===== config.mk =====
export PLATFORM = sky130hd
export DESIGN_NAME = vga_display_core
export DESIGN_NICKNAME = d
export VERILOG_FILES = /design/src/rtl/vga_timing_pkg.sv /design/src/rtl/vga_delay_line.sv /design/src/rtl/vga_display_core.sv
export SDC_FILE = /design/constraint.sdc
export NUM_CORES = 1
export LEC_CHECK = 0
export BUFFER_PORTS_ARGS = -buffer_cell sky130_fd_sc_hd__buf_2
export CAP_MARGIN = 15
export CELL_PAD_IN_SITES_DETAIL_PLACEMENT = 1
export CELL_PAD_IN_SITES_GLOBAL_PLACEMENT = 2
export CORE_MARGIN = 1
export CORE_UTILIZATION = 35
export CTS_BUF_LIST = sky130_fd_sc_hd__clkbuf_4 sky130_fd_sc_hd__clkbuf_8
export DETAILED_ROUTE_END_ITERATION = 16
export MAX_ROUTING_LAYER = met4
export PLACE_DENSITY = 0.91
export RECOVER_POWER = 50
export SLEW_MARGIN = 30
export SYNTH_ARGS = -nofsm -noshare
export SYNTH_HDL_FRONTEND = slang
export SYNTH_SLANG_ARGS = --single-unit

===== constraint.sdc =====
create_clock -name px_clk -period 4.75 [get_ports px_clk]
set_input_delay 0.95 -clock px_clk [delete_from_list [all_inputs] [get_ports px_clk]]
set_output_delay 0.95 -clock px_clk [all_outputs]
set_load 0.05 [all_outputs]

===== src/rtl/vga_timing_pkg.sv =====
// vga_timing_pkg: shared geometry defaults, sync polarity constants, colour-bar table
// and segment-length helper for the VGA display core.
// No ports; imported by vga_display_core.
package vga_timing_pkg;

  // 640x480@75 default geometry
  localparam int DEF_H_ACTIVE = 640;
  localparam int DEF_H_FP     = 16;
  localparam int DEF_H_SYNC   = 64;
  localparam int DEF_H_BP     = 120;
  localparam int DEF_V_ACTIVE = 480;
  localparam int DEF_V_FP     = 1;
  localparam int DEF_V_SYNC   = 3;
  localparam int DEF_V_BP     = 16;

  localparam bit SYNC_ACTIVE_LOW  = 1'b0;
  localparam bit SYNC_ACTIVE_HIGH = 1'b1;

  // Colour bars as {r,g,b}, index 0 is the leftmost bar:
  // white, yellow, cyan, green, magenta, red, blue, black.
  localparam logic [7:0][2:0] BAR_TABLE = {
    3'b000, 3'b001, 3'b100, 3'b101, 3'b010, 3'b011, 3'b110, 3'b111
  };

  function automatic int seg_total(input int active, input int fp, input int sync, input int bp);
    return active + fp + sync + bp;
  endfunction

endpackage


===== src/rtl/vga_delay_line.sv =====
// vga_delay_line: fixed-depth register delay line with synchronous reset to RST_VAL.
// Latency DEPTH cycles; DEPTH = 0 degenerates to a wire. No backpressure.
// Ports: clk, reset (sync, active-high), din[WIDTH], dout[WIDTH].
module vga_delay_line #(
  parameter int               WIDTH   = 1,
  parameter int               DEPTH   = 1,
  parameter logic [WIDTH-1:0] RST_VAL = '0
) (
  input  logic             clk,
  input  logic             reset,
  input  logic [WIDTH-1:0] din,
  output logic [WIDTH-1:0] dout
);

  if (DEPTH == 0) begin : g_wire
    logic unused_ctl;
    assign unused_ctl = clk ^ reset;
    assign dout = din;
  end else begin : g_pipe
    logic [WIDTH-1:0] stage [DEPTH];

    always_ff @(posedge clk) begin
      if (reset) begin
        for (int i = 0; i < DEPTH; i++) stage[i] <= RST_VAL;
      end else begin
        stage[0] <= din;
        for (int i = 1; i < DEPTH; i++) stage[i] <= stage[i-1];
      end
    end

    assign dout = stage[DEPTH-1];
  end

endmodule


===== src/rtl/vga_display_core.sv =====
// vga_display_core: VGA timing generator + frame counter + renderer latency compensation.
// Latency: coordinate to pins RENDER_LAT+1 cycles. No backpressure: free-running pixel stream.
// Ports: px_clk, reset (sync, active-high); x_px/y_px/active_req renderer request;
//   frame_cnt/frame_tick; pix_in renderer colour; hsync/vsync/activevideo/rrggbb to pins.
// Optional: VGA_TEST_PATTERN_EN adds test_en, which replaces pix_in with 8 vertical colour bars.
module vga_display_core
  import vga_timing_pkg::*;
#(
  parameter int H_ACTIVE   = DEF_H_ACTIVE,
  parameter int H_FP       = DEF_H_FP,
  parameter int H_SYNC     = DEF_H_SYNC,
  parameter int H_BP       = DEF_H_BP,
  parameter int V_ACTIVE   = DEF_V_ACTIVE,
  parameter int V_FP       = DEF_V_FP,
  parameter int V_SYNC     = DEF_V_SYNC,
  parameter int V_BP       = DEF_V_BP,
  parameter bit SYNC_POL   = SYNC_ACTIVE_LOW,
  parameter int COORD_W    = 10,
  parameter int COLOR_W    = 6,
  parameter int RENDER_LAT = 2,
  parameter int FRAME_W    = 16
) (
  input  logic               px_clk,
  input  logic               reset,
`ifdef VGA_TEST_PATTERN_EN
  input  logic               test_en,
`endif
  output logic [COORD_W-1:0] x_px,
  output logic [COORD_W-1:0] y_px,
  output logic               active_req,
  output logic [FRAME_W-1:0] frame_cnt,
  output logic               frame_tick,
  input  logic [COLOR_W-1:0] pix_in,
  output logic               hsync,
  output logic               vsync,
  output logic               activevideo,
  output logic [COLOR_W-1:0] rrggbb
);

  localparam int H_TOTAL = seg_total(H_ACTIVE, H_FP, H_SYNC, H_BP);
  localparam int V_TOTAL = seg_total(V_ACTIVE, V_FP, V_SYNC, V_BP);

  if (H_FP < 1 || H_SYNC < 1 || H_BP < 1 || V_FP < 1 || V_SYNC < 1 || V_BP < 1) begin : g_bad_seg
    $error("vga_display_core: porch and sync widths must be non-zero");
  end
  if (H_TOTAL > (1 << COORD_W) || V_TOTAL > (1 << COORD_W)) begin : g_bad_coord
    $error("vga_display_core: COORD_W too narrow for the line/frame totals");
  end
  if (RENDER_LAT < 0 || RENDER_LAT > 15) begin : g_bad_lat
    $error("vga_display_core: RENDER_LAT must be 0..15");
  end

  localparam logic [COORD_W-1:0] H_LAST   = COORD_W'(H_TOTAL - 1);
  localparam logic [COORD_W-1:0] V_LAST   = COORD_W'(V_TOTAL - 1);
  localparam logic [COORD_W-1:0] H_VIS    = COORD_W'(H_ACTIVE);
  localparam logic [COORD_W-1:0] V_VIS    = COORD_W'(V_ACTIVE);
  localparam logic [COORD_W-1:0] HS_START = COORD_W'(H_ACTIVE + H_FP);
  localparam logic [COORD_W-1:0] HS_END   = COORD_W'(H_ACTIVE + H_FP + H_SYNC);
  localparam logic [COORD_W-1:0] VS_START = COORD_W'(V_ACTIVE + V_FP);
  localparam logic [COORD_W-1:0] VS_END   = COORD_W'(V_ACTIVE + V_FP + V_SYNC);

  // Pin level when a sync is not asserted.
  localparam bit SYNC_IDLE = (SYNC_POL == SYNC_ACTIVE_HIGH) ? SYNC_ACTIVE_LOW : SYNC_ACTIVE_HIGH;

  logic [COORD_W-1:0] h_cnt, v_cnt;
  logic               hs_raw, vs_raw;
  logic [2:0]         ctl_dly;   // {hs, vs, active} after the renderer-latency delay
  logic [COLOR_W-1:0] pix_sel;

  // Timing counters and frame counter
  always_ff @(posedge px_clk) begin
    if (reset) begin
      h_cnt     <= '0;
      v_cnt     <= '0;
      frame_cnt <= '0;
    end else begin
      if (h_cnt == H_LAST) begin
        h_cnt <= '0;
        v_cnt <= (v_cnt == V_LAST) ? '0 : v_cnt + COORD_W'(1);
      end else begin
        h_cnt <= h_cnt + COORD_W'(1);
      end
      if (frame_tick) frame_cnt <= frame_cnt + FRAME_W'(1);
    end
  end

  assign x_px       = h_cnt;
  assign y_px       = v_cnt;
  assign active_req = (h_cnt < H_VIS) && (v_cnt < V_VIS);
  assign frame_tick = (h_cnt == H_LAST) && (v_cnt == V_LAST);
  assign hs_raw     = (h_cnt >= HS_START) && (h_cnt < HS_END);
  assign vs_raw     = (v_cnt >= VS_START) && (v_cnt < VS_END);

  // Syncs travel as active-high "asserted" flags; polarity is applied at the pins.
  vga_delay_line #(
    .WIDTH  (3),
    .DEPTH  (RENDER_LAT),
    .RST_VAL(3'b000)
  ) u_ctl_dly (
    .clk  (px_clk),
    .reset(reset),
    .din  ({hs_raw, vs_raw, active_req}),
    .dout (ctl_dly)
  );

`ifdef VGA_TEST_PATTERN_EN
  logic [COORD_W-1:0] x_dly;
  logic [2:0]         bar;
  logic [COLOR_W-1:0] bar_color;

  vga_delay_line #(
    .WIDTH  (COORD_W),
    .DEPTH  (RENDER_LAT),
    .RST_VAL('0)
  ) u_x_dly (
    .clk  (px_clk),
    .reset(reset),
    .din  (h_cnt),
    .dout (x_dly)
  );

  // Each colour bit takes the R, G or B bit of the bar entry, split MSB-first
  // into three equal groups across the colour bus.
  always_comb begin
    bar_color = '0;
    bar       = 3'((32'(x_dly) * 32'd8) / 32'(H_ACTIVE));
    for (int i = 0; i < COLOR_W; i++) begin
      bar_color[i] = BAR_TABLE[bar][(i * 3) / COLOR_W];
    end
  end

  assign pix_sel = test_en ? bar_color : pix_in;
`else
  assign pix_sel = pix_in;
`endif

  // Output register: aligns pix_in with the delayed syncs and blanks outside the visible area.
  always_ff @(posedge px_clk) begin
    if (reset) begin
      hsync       <= SYNC_IDLE;
      vsync       <= SYNC_IDLE;
      activevideo <= 1'b0;
      rrggbb      <= '0;
    end else begin
      hsync       <= ctl_dly[2] ? SYNC_POL : SYNC_IDLE;
      vsync       <= ctl_dly[1] ? SYNC_POL : SYNC_IDLE;
      activevideo <= ctl_dly[0];
      rrggbb      <= ctl_dly[0] ? pix_sel : '0;
    end
  end

endmodule


**Word-level counts from Yosys, hierarchy flattened**

Memory sizes are Yosys's and may differ from the RTL's.
Index checks and enable logic that the tools add are counted.

- Equal/unequal tests: 2
- Order comparisons: 6
- Bitwise logic cells: 3
- Muxes and demuxes: 8
- Add/subtract/negate cells: 3
- Reduce and logical (&&, ||, !) cells: 6

Operator list:

| cell | count |
|---|---|
| 10-bit by 1-bit adder with 10-bit output (second input constant) | 2 |
| 10-bit < comparator (second input constant) | 2 |
| 10-bit by 9-bit < comparator with 1-bit output (second input constant) | 2 |
| 16-bit by 1-bit adder with 16-bit output (second input constant) | 1 |
| 10-bit == test (second input constant) | 1 |
| 10-bit by 9-bit == test with 1-bit output (second input constant) | 1 |
| 10-bit greater-or-equal comparator (second input constant) | 1 |
| 10-bit by 9-bit greater-or-equal comparator with 1-bit output (second input constant) | 1 |
| 10-bit two-way mux | 1 |
| 3-bit two-way mux | 2 |
| 1-bit two-way mux | 5 |
| 1-bit logical AND | 4 |
| 2-bit OR reduction | 2 |
| 1-bit OR | 2 |
| 1-bit inverter | 1 |

- Memory bits (writable): 6
- Output and inout port bits: 47
- Register bits after elaboration: 45
- Memories kept: 1
- Input bits: 8

Memories:

| memory | words | width | read ports | clocked after Yosys merged registers in | write ports | RTL line | text |
|---|---|---|---|---|---|---|---|
| u_ctl_dly.g_pipe.stage | 2 | 3 | 2 | 0 | 2 | vga_delay_line.sv:20 | `logic [WIDTH-1:0] stage [DEPTH];` |

**Longest topological paths before layout**

Gate-level depths: netlist (run 1).

- Depth in word-level cells: 3
- Gate-level depth with buffers: 7
- Gate-level depth less buffers: 5

**Cells and area by module**

From an unflattened synthesis (run 1), not the netlist that was laid out.

- Cells, all modules: 258
- Area, all modules: 2289.7 µm²

Modules (own cells, without submodules):

| module | seq. area each (µm²) | cells an instance | area each (µm²) | instances |
|---|---|---|---|---|
| vga_display_core | 900.9 | 243 | 2109.5 | 1 |
| vga_delay_line | 120.1 | 15 | 180.2 | 1 |

**Worst setup path before layout (run 1)**

No wires, ideal clock.

- Kind: flip-flop to output port
- Start point: register v_cnt[0], in the netlist y_px[0]
- End point: output frame_tick
- Slack: 1.484 ns
- Data arrival time: 2.316 ns
- Data required time: 3.800 ns
- Stages on the path, launching flop included: 7
- Cell sequence: dfxtp_1 ha_1 and4bb_2 nand3_1 clkbuf_2 clkbuf_1 nor2_1

- Longest elaborated chain between the ends: 2

Ends and longest elaborated chain:

| what | RTL line | text |
|---|---|---|
| start: declaration | vga_display_core.sv:65 | `logic [COORD_W-1:0] h_cnt, v_cnt;` |
| start signal: assignment | vga_display_core.sv:79 | `v_cnt <= (v_cnt == V_LAST) ? '0 : v_cnt + COORD_W'(1);` |
| 10-bit by 9-bit == test with 1-bit output | vga_display_core.sv:90 | `assign frame_tick = (h_cnt == H_LAST) && (v_cnt == V_LAST);` |
| 1-bit logical AND | vga_display_core.sv:90 |  |
| end: declaration | vga_display_core.sv:32 | `output logic frame_tick,` |

Every way passes these cells.

**Worst setup path after layout (run 1)**

Ends and elaborated chain as after synthesis.

==> results of run 1 <==
[per-layer routing]
layer / track usage, % / wire length, um
met5: - / 0
met3: 4.667 / 278
met4: 5.893 / 113
met1: 21.17 / 2474
met2: 28.50 / 2470
[cell usage after synthesis (6+ instances only)]
cell,instances
clkbuf_1,7
xnor2_1,7
or4_1,15
inv_1,11
o21ai_0,7
o31ai_1,15
ha_1,6
a21oi_1,22
nand3_1,11
or3_1,6
and2_1,8
nand2_1,16
dfxtp_1,51
xor2_1,6
nor2_1,18
[path summary, 6_finish.rpt]
check	start	to	slack, ns	depth (start not counted)
max	y_px[0]	frame_tick	1.50	5
min	u_ctl_dly.g_pipe.stage[0][4]	vsync	0.39	1
max reg2reg	y_px[0]	frame_cnt[4]	2.36	5
min reg2reg	u_ctl_dly.g_pipe.stage[0][4]	vsync	0.39	1
[state kept, by name, indices dropped and copies added (netlist names)]
signal                  count
frame_cnt                  16
x_px                       10
y_px                       10
rrggbb                      6
u_ctl_dly.g_pipe.stage      6
activevideo                 1
hsync                       1
vsync                       1
[logic make-up (layout without fill, tap and decap cells)]
family / after synthesis / in the layout / share of synthesized area (%)
xor+xnor: 13 / 13 / 5.144
compound gates: 46 / 46 / 12.49
flops: 51 / 51 / 46.13
fa+ha+maj: 6 / 6 / 3.392
buf+inv: 21 / 73 / 3.731
simple gates: 107 / 107 / 29.11
[area by class of cell]
type,count,area (um^2),area share [%]
clock buffer,5,68.82,2.669
clock inverter,3,15.01,0.5822
inverter,11,41.29,1.601
multi-input combinational,172,1110,43.04
sequential,51,1021,39.59
tap,75,93.84,3.639
timing repair buffer,54,229.0,8.879
[critical path, stage by stage (launching register included)]
cell and delay [ns]:
dfxtp_1 0.46, ha_1 0.24, and4bb_2 0.28, nand3_1 0.50
nor2_1 0.22, buf_2 0.29
[power by group]
part / internal (uW) / switching (uW) / leakage [uW]
sequential: 432 / 3.55 / 0.000413
clock: 101 / 146 / 0.0000477
combinational: 7.49 / 24.7 / 0.000456
total: 541 / 174 / 0.000916
[stage by stage]
step,instance area [um^2],setup WS (ns),hold WS (ns),util [%]
finish,2579,1.496,0.3933,42.79
global route,2579,1.360,0.4121,42.79
CTS,2620,1.490,0.4020,43.48
detailed placement,2536,1.851,0.3788,42.09
global placement,2536,1.954,0.3586,42.09
floorplan,2213,1.484,0.3559,-
[placed cells by master, fill, tap and decap left out, types with 2 or more instances in the layout]
cell	synthesis	layout
and2_0	0	5
nor2_1	18	18
xnor2_1	7	7
and2_1	8	3
nand2_1	16	16
nand4_1	5	5
or3_1	6	6
xor2_1	6	6
clkbuf_1	7	33
nand4_2	2	2
ha_1	6	6
nor3_1	2	2
o31ai_1	15	15
inv_1	11	11
nand3_1	11	11
and4_1	3	3
and3_1	5	5
a21oi_1	22	22
clkbuf_8	0	5
nor2b_1	5	5
o21ai_0	7	7
nand2b_1	3	3
buf_2	2	21
dfxtp_1	51	51
clkinv_2	0	3
or4_1	15	15
==> flow_summary.yaml, run 1 <==
drt:
  first_pass_iters: 4
  routedWlPerCell_um: 14.39
  drc: 0
  drt_first_iter_violations: 93
  vias: 1952
  ant_nets: 0
  vias_per_cell: 5.261
  routed_wl_um: 5337
global_routing:
  antenna_found_initial: 0
  overflow: 0
  grt_pass1_vias: 1850
  grtUsageTotal_pct: 17.63
  grt_pass1_wl_um: 8811
  grt_max_degree: 30
yosys:
  async_reset_ff_share_pct: 0
  yosys.area.top_type: "dfxtp_1"
  synth_cells: 244
  netlist.area_leader.share_pct: 46.13
  avgSynthCellArea_um2: 9.071
  synthesis.nets: 258
  synth-edff-count: 0
  ys_top_cells_by_area: "dfxtp_1 (46%), o31ai_1 (5.1%), or4_1 (5.1%)"
  yosysSeqAreaShare_pct: 46.13
  syn-cell-area_um2: 2213
  yosysWarningCount: 0
  synth.distinct_cells: 34
  ys.flop_type: "dfxtp_1"
  ys_seq_elements: 51
pwr:
  total_leakage_power_uw: 0.0009160
  p_per_area_nw_per_um2: 277.1
  total_power_uw: 714.7
  peakVddDrop_v: 0.0001199
final_layout:
  fill_cells: 738
  final_nets: 309
  drive_gt1_share_pct: 12.16
  final_cells: 371
  antenna_cells: 0
  syn_to_final_growth_pct: 16.51
critical_path:
  cp_max_fo: 21
  arrival_ns: 2.30
  required_ns: 3.80
  crit_type: "reg2out"
  end_kind: "output pin"
  crit_path_start_kind: "register"
placement:
  io_buffer_count: 54
  dp_cells: 363
  dpl.hpwl_um: 3722
  routabilityCongestion: 0.7511
cts:
  h-tree-depth: 2
  ctsResizeCount: 0
  clock_latency_ns: 0.31
  cts_buffers: 5
  cts_tree: "done"
  cts_buffer_depth: 2
  clk_pin_slew_worst_paths_ns: 0.10
  cts_root_buf: "clkbuf_8"
  clock-sinks: 51
  postCtsSetupBuffers: 0
  postCtsHoldBufs: 0
timing:
  drv_slew: 0
  setup_viol: 0
  maxClockFrequency_ghz: 0.3074
  finalHoldViolCount: 0
  worstMarginPinSlew_ns: 1.287
  layout_min_cycle_time_ns: 3.254
  tns_ns: 0
  rsz0062_at_grt: "false"
  period_share_pct: 68.49
  relSlewSlack_pct: 14.21
  fin_worst_skew_ns: 0.01213
die:
  rows: 28
  core_area_um2: 6026
  io_pins: 55
  initial_core_util_pct: 36.73
  fp.dieW_um: 81.53
  die_h_um: 81.53
  die_area_um2: 6646
min_path:
  hp-class: "reg2reg"
run_status:
  outcome: "finished, final reports clean"
flow_run:
  timing.max_cap.violations: 0
No activity file was read; power rests on OpenSTA's default activity.
==> inputs of run 2 (changes only) <==
Settings changed: CORE_UTILIZATION 35 to 29, PLACE_DENSITY 0.91 to 0.81.
Clock period 4.75 ns to 2.6 ns, I/O delays scaled along.
==> run 2 against run 1 <==
  * Sequential share of layout area shrank 0.99 points
  * Flip-flop and latch count is the same
  * Critical path type unchanged
  * Cell count grew 7.0%
  * Clock skew shrank 0.0041 ns
  * Sequential power grew 83%
==> flow_summary.yaml, run 2 (synthesis results as in run 1) <==
min_path:
  hold_end: "vsync"
  hp-class: "reg2reg"
  min_path_cells: 1
  hold_start: "u_ctl_dly.g_pipe.stage[0][4]"
critical_path:
  r2r_end: "frame_cnt[15]"
  cp_max_fo: 8
  rr_worst_depth: 5
  arrival_ns: 1.93
  crit_path_start_kind: "register"
  crit_type: "reg2out"
  regToRegSetupSlack_ns: 0.39
  end_kind: "output pin"
  required_ns: 2.08
  reg2reg_from: "y_px[0]"
timing:
  hold_slack_ns: 0.3769
  maxClockFrequency_ghz: 0.4077
  fin_worst_skew_ns: 0.007988
  setup_viol: 0
  relSlewSlack_pct: 11.20
  drv_slew: 0
  layout_min_cycle_time_ns: 2.453
  tns_ns: 0
  finalHoldViolCount: 0
  rsz0062_at_grt: "false"
  finalWorstSetupSlack_ns: 0.1471
  period_share_pct: 94.34
  worstMarginPinSlew_ns: 1.332
cts:
  clk_pin_slew_worst_paths_ns: 0.10
  h-tree-depth: 2
  cts_root_buf: "clkbuf_8"
  postCtsHoldBufs: 0
  clock-sinks: 51
  cts_tree: "done"
  postCtsSetupBuffers: 0
  cts_buffer_depth: 2
  ctsResizeCount: 0
  cts_buffers: 5
  clock_latency_ns: 0.31
final_layout:
  fill_cells: 900
  layout_common_cells: "dfxtp_1 (51), clkbuf_1 (34), a21oi_1 (22)"
  largest_reg_flops: 16
  final_common_cell: "dfxtp_1"
  top_register: "frame_cnt"
  final_nets: 311
  drive_gt1_share_pct: 12.75
  antenna_cells: 0
  syn_to_final_growth_pct: 19.50
pwr:
  swShare_pct: 24.23
  p_per_area_nw_per_um2: 509.3
  peakVddDrop_v: 0.0002538
  power_frac_comb_pct: 4.4
  p_int_uw: 1021
  p_switching_uw: 326.4
  total_leakage_power_uw: 0.0009227
  clkPwrFrac_pct: 36.5
  seqPwrFrac_pct: 59.1
drt:
  routed_wl_um: 5340
  ant_nets: 0
  drt_first_iter_violations: 70
  vias: 1933
  drc: 0
  routedWlPerCell_um: 13.45
  vias_per_cell: 4.869
  first_pass_iters: 4
global_routing:
  met2_usage_pct: 24.57
  overflow: 0
  antenna_found_initial: 0
  grt_util_met1_pct: 17.41
  grt_pass1_wl_um: 8659
  grt_pass1_vias: 1807
  grt-busiest-layer: "met2"
  grtUsageTotal_pct: 14.51
  use_met3_pct: 2.862
  grt_max_degree: 30
flow_run:
  timing.max_cap.violations: 0
placement:
  io_buffer_count: 54
  place_ws_ns: 0.4015
  dpl.hpwl_um: 3825
  routabilityCongestion: 0.7143
die:
  die_h_um: 89.37
  io_pins: 55
  rows: 31
  die_area_um2: 7986
  initial_core_util_pct: 30.19
  core_area_um2: 7331
  fp.dieW_um: 89.37
run_status:
  outcome: "finished, final reports clean"
## run 2: changes by cell type in the layout (fill, tap and decap cells not counted), moves of 2 or more
cell	change
and2_0	-3
and2_1	+3
clkinv_2	-3
buf_4	+2
## run 2: area by class of cell
cell class / count / area, um^2 / area share (%)
clock buffers: 6 / 82.58 / 3.122
clock inverters: 2 / 16.27 / 0.6149
inverters: 11 / 41.29 / 1.561
repair buffers: 56 / 242.7 / 9.177
well taps: 99 / 123.9 / 4.683
flip-flops and latches: 51 / 1021 / 38.60
multi-input cells: 172 / 1117 / 42.24
## run 2: worst max path at each step
stage,depth (start not counted),end,from,slack [ns]
CTS,5,frame_tick,x_px[0],0.12
global route,5,frame_tick,x_px[0],0.02
floorplan,6,frame_tick,y_px[0],0.12
detailed placement,5,frame_cnt[15],y_px[0],0.40
global placement,6,frame_cnt[9],y_px[0],0.51
finish,5,frame_tick,x_px[0],0.15
## run 2: worst max-delay path, stage by stage, from the launching register on
cell     delay [ns]
dfxtp_1        0.43
ha_1           0.23
and4_1         0.39
nand2_1        0.17
nor2_4         0.14
buf_2          0.27
## run 2: routing by layer
layer  wire length, um  up-vias  part of all wire [%]
li1                  -      976                     -
met1              2516      905                    47
met2              2525       46                    47
met3               245        6                   4.6
met4                53        0                  0.99
met5                 0        -                     0
## run 2: power groups by stage
stage / sequential [uW] / combinational [uW] / clock (uW)
finish: 796 / 59.4 / 492
global route: 797 / 64.6 / 548
CTS: 796 / 63.1 / 513
detailed placement: 814 / 62.9 / 0
global placement: 813 / 62.2 / 0
floorplan: 838 / 20.7 / 0
## run 2: metrics by stage
step	util (%)	instance area, um^2	power (uW)	std cells
after floorplan	-	2221	858.5	244
after global placement	35.31	2589	875.4	389
after detailed placement	35.31	2589	876.7	389
after CTS	36.66	2688	1372	397
after global routing	36.08	2645	1410	397
final	36.08	2645	1347	397
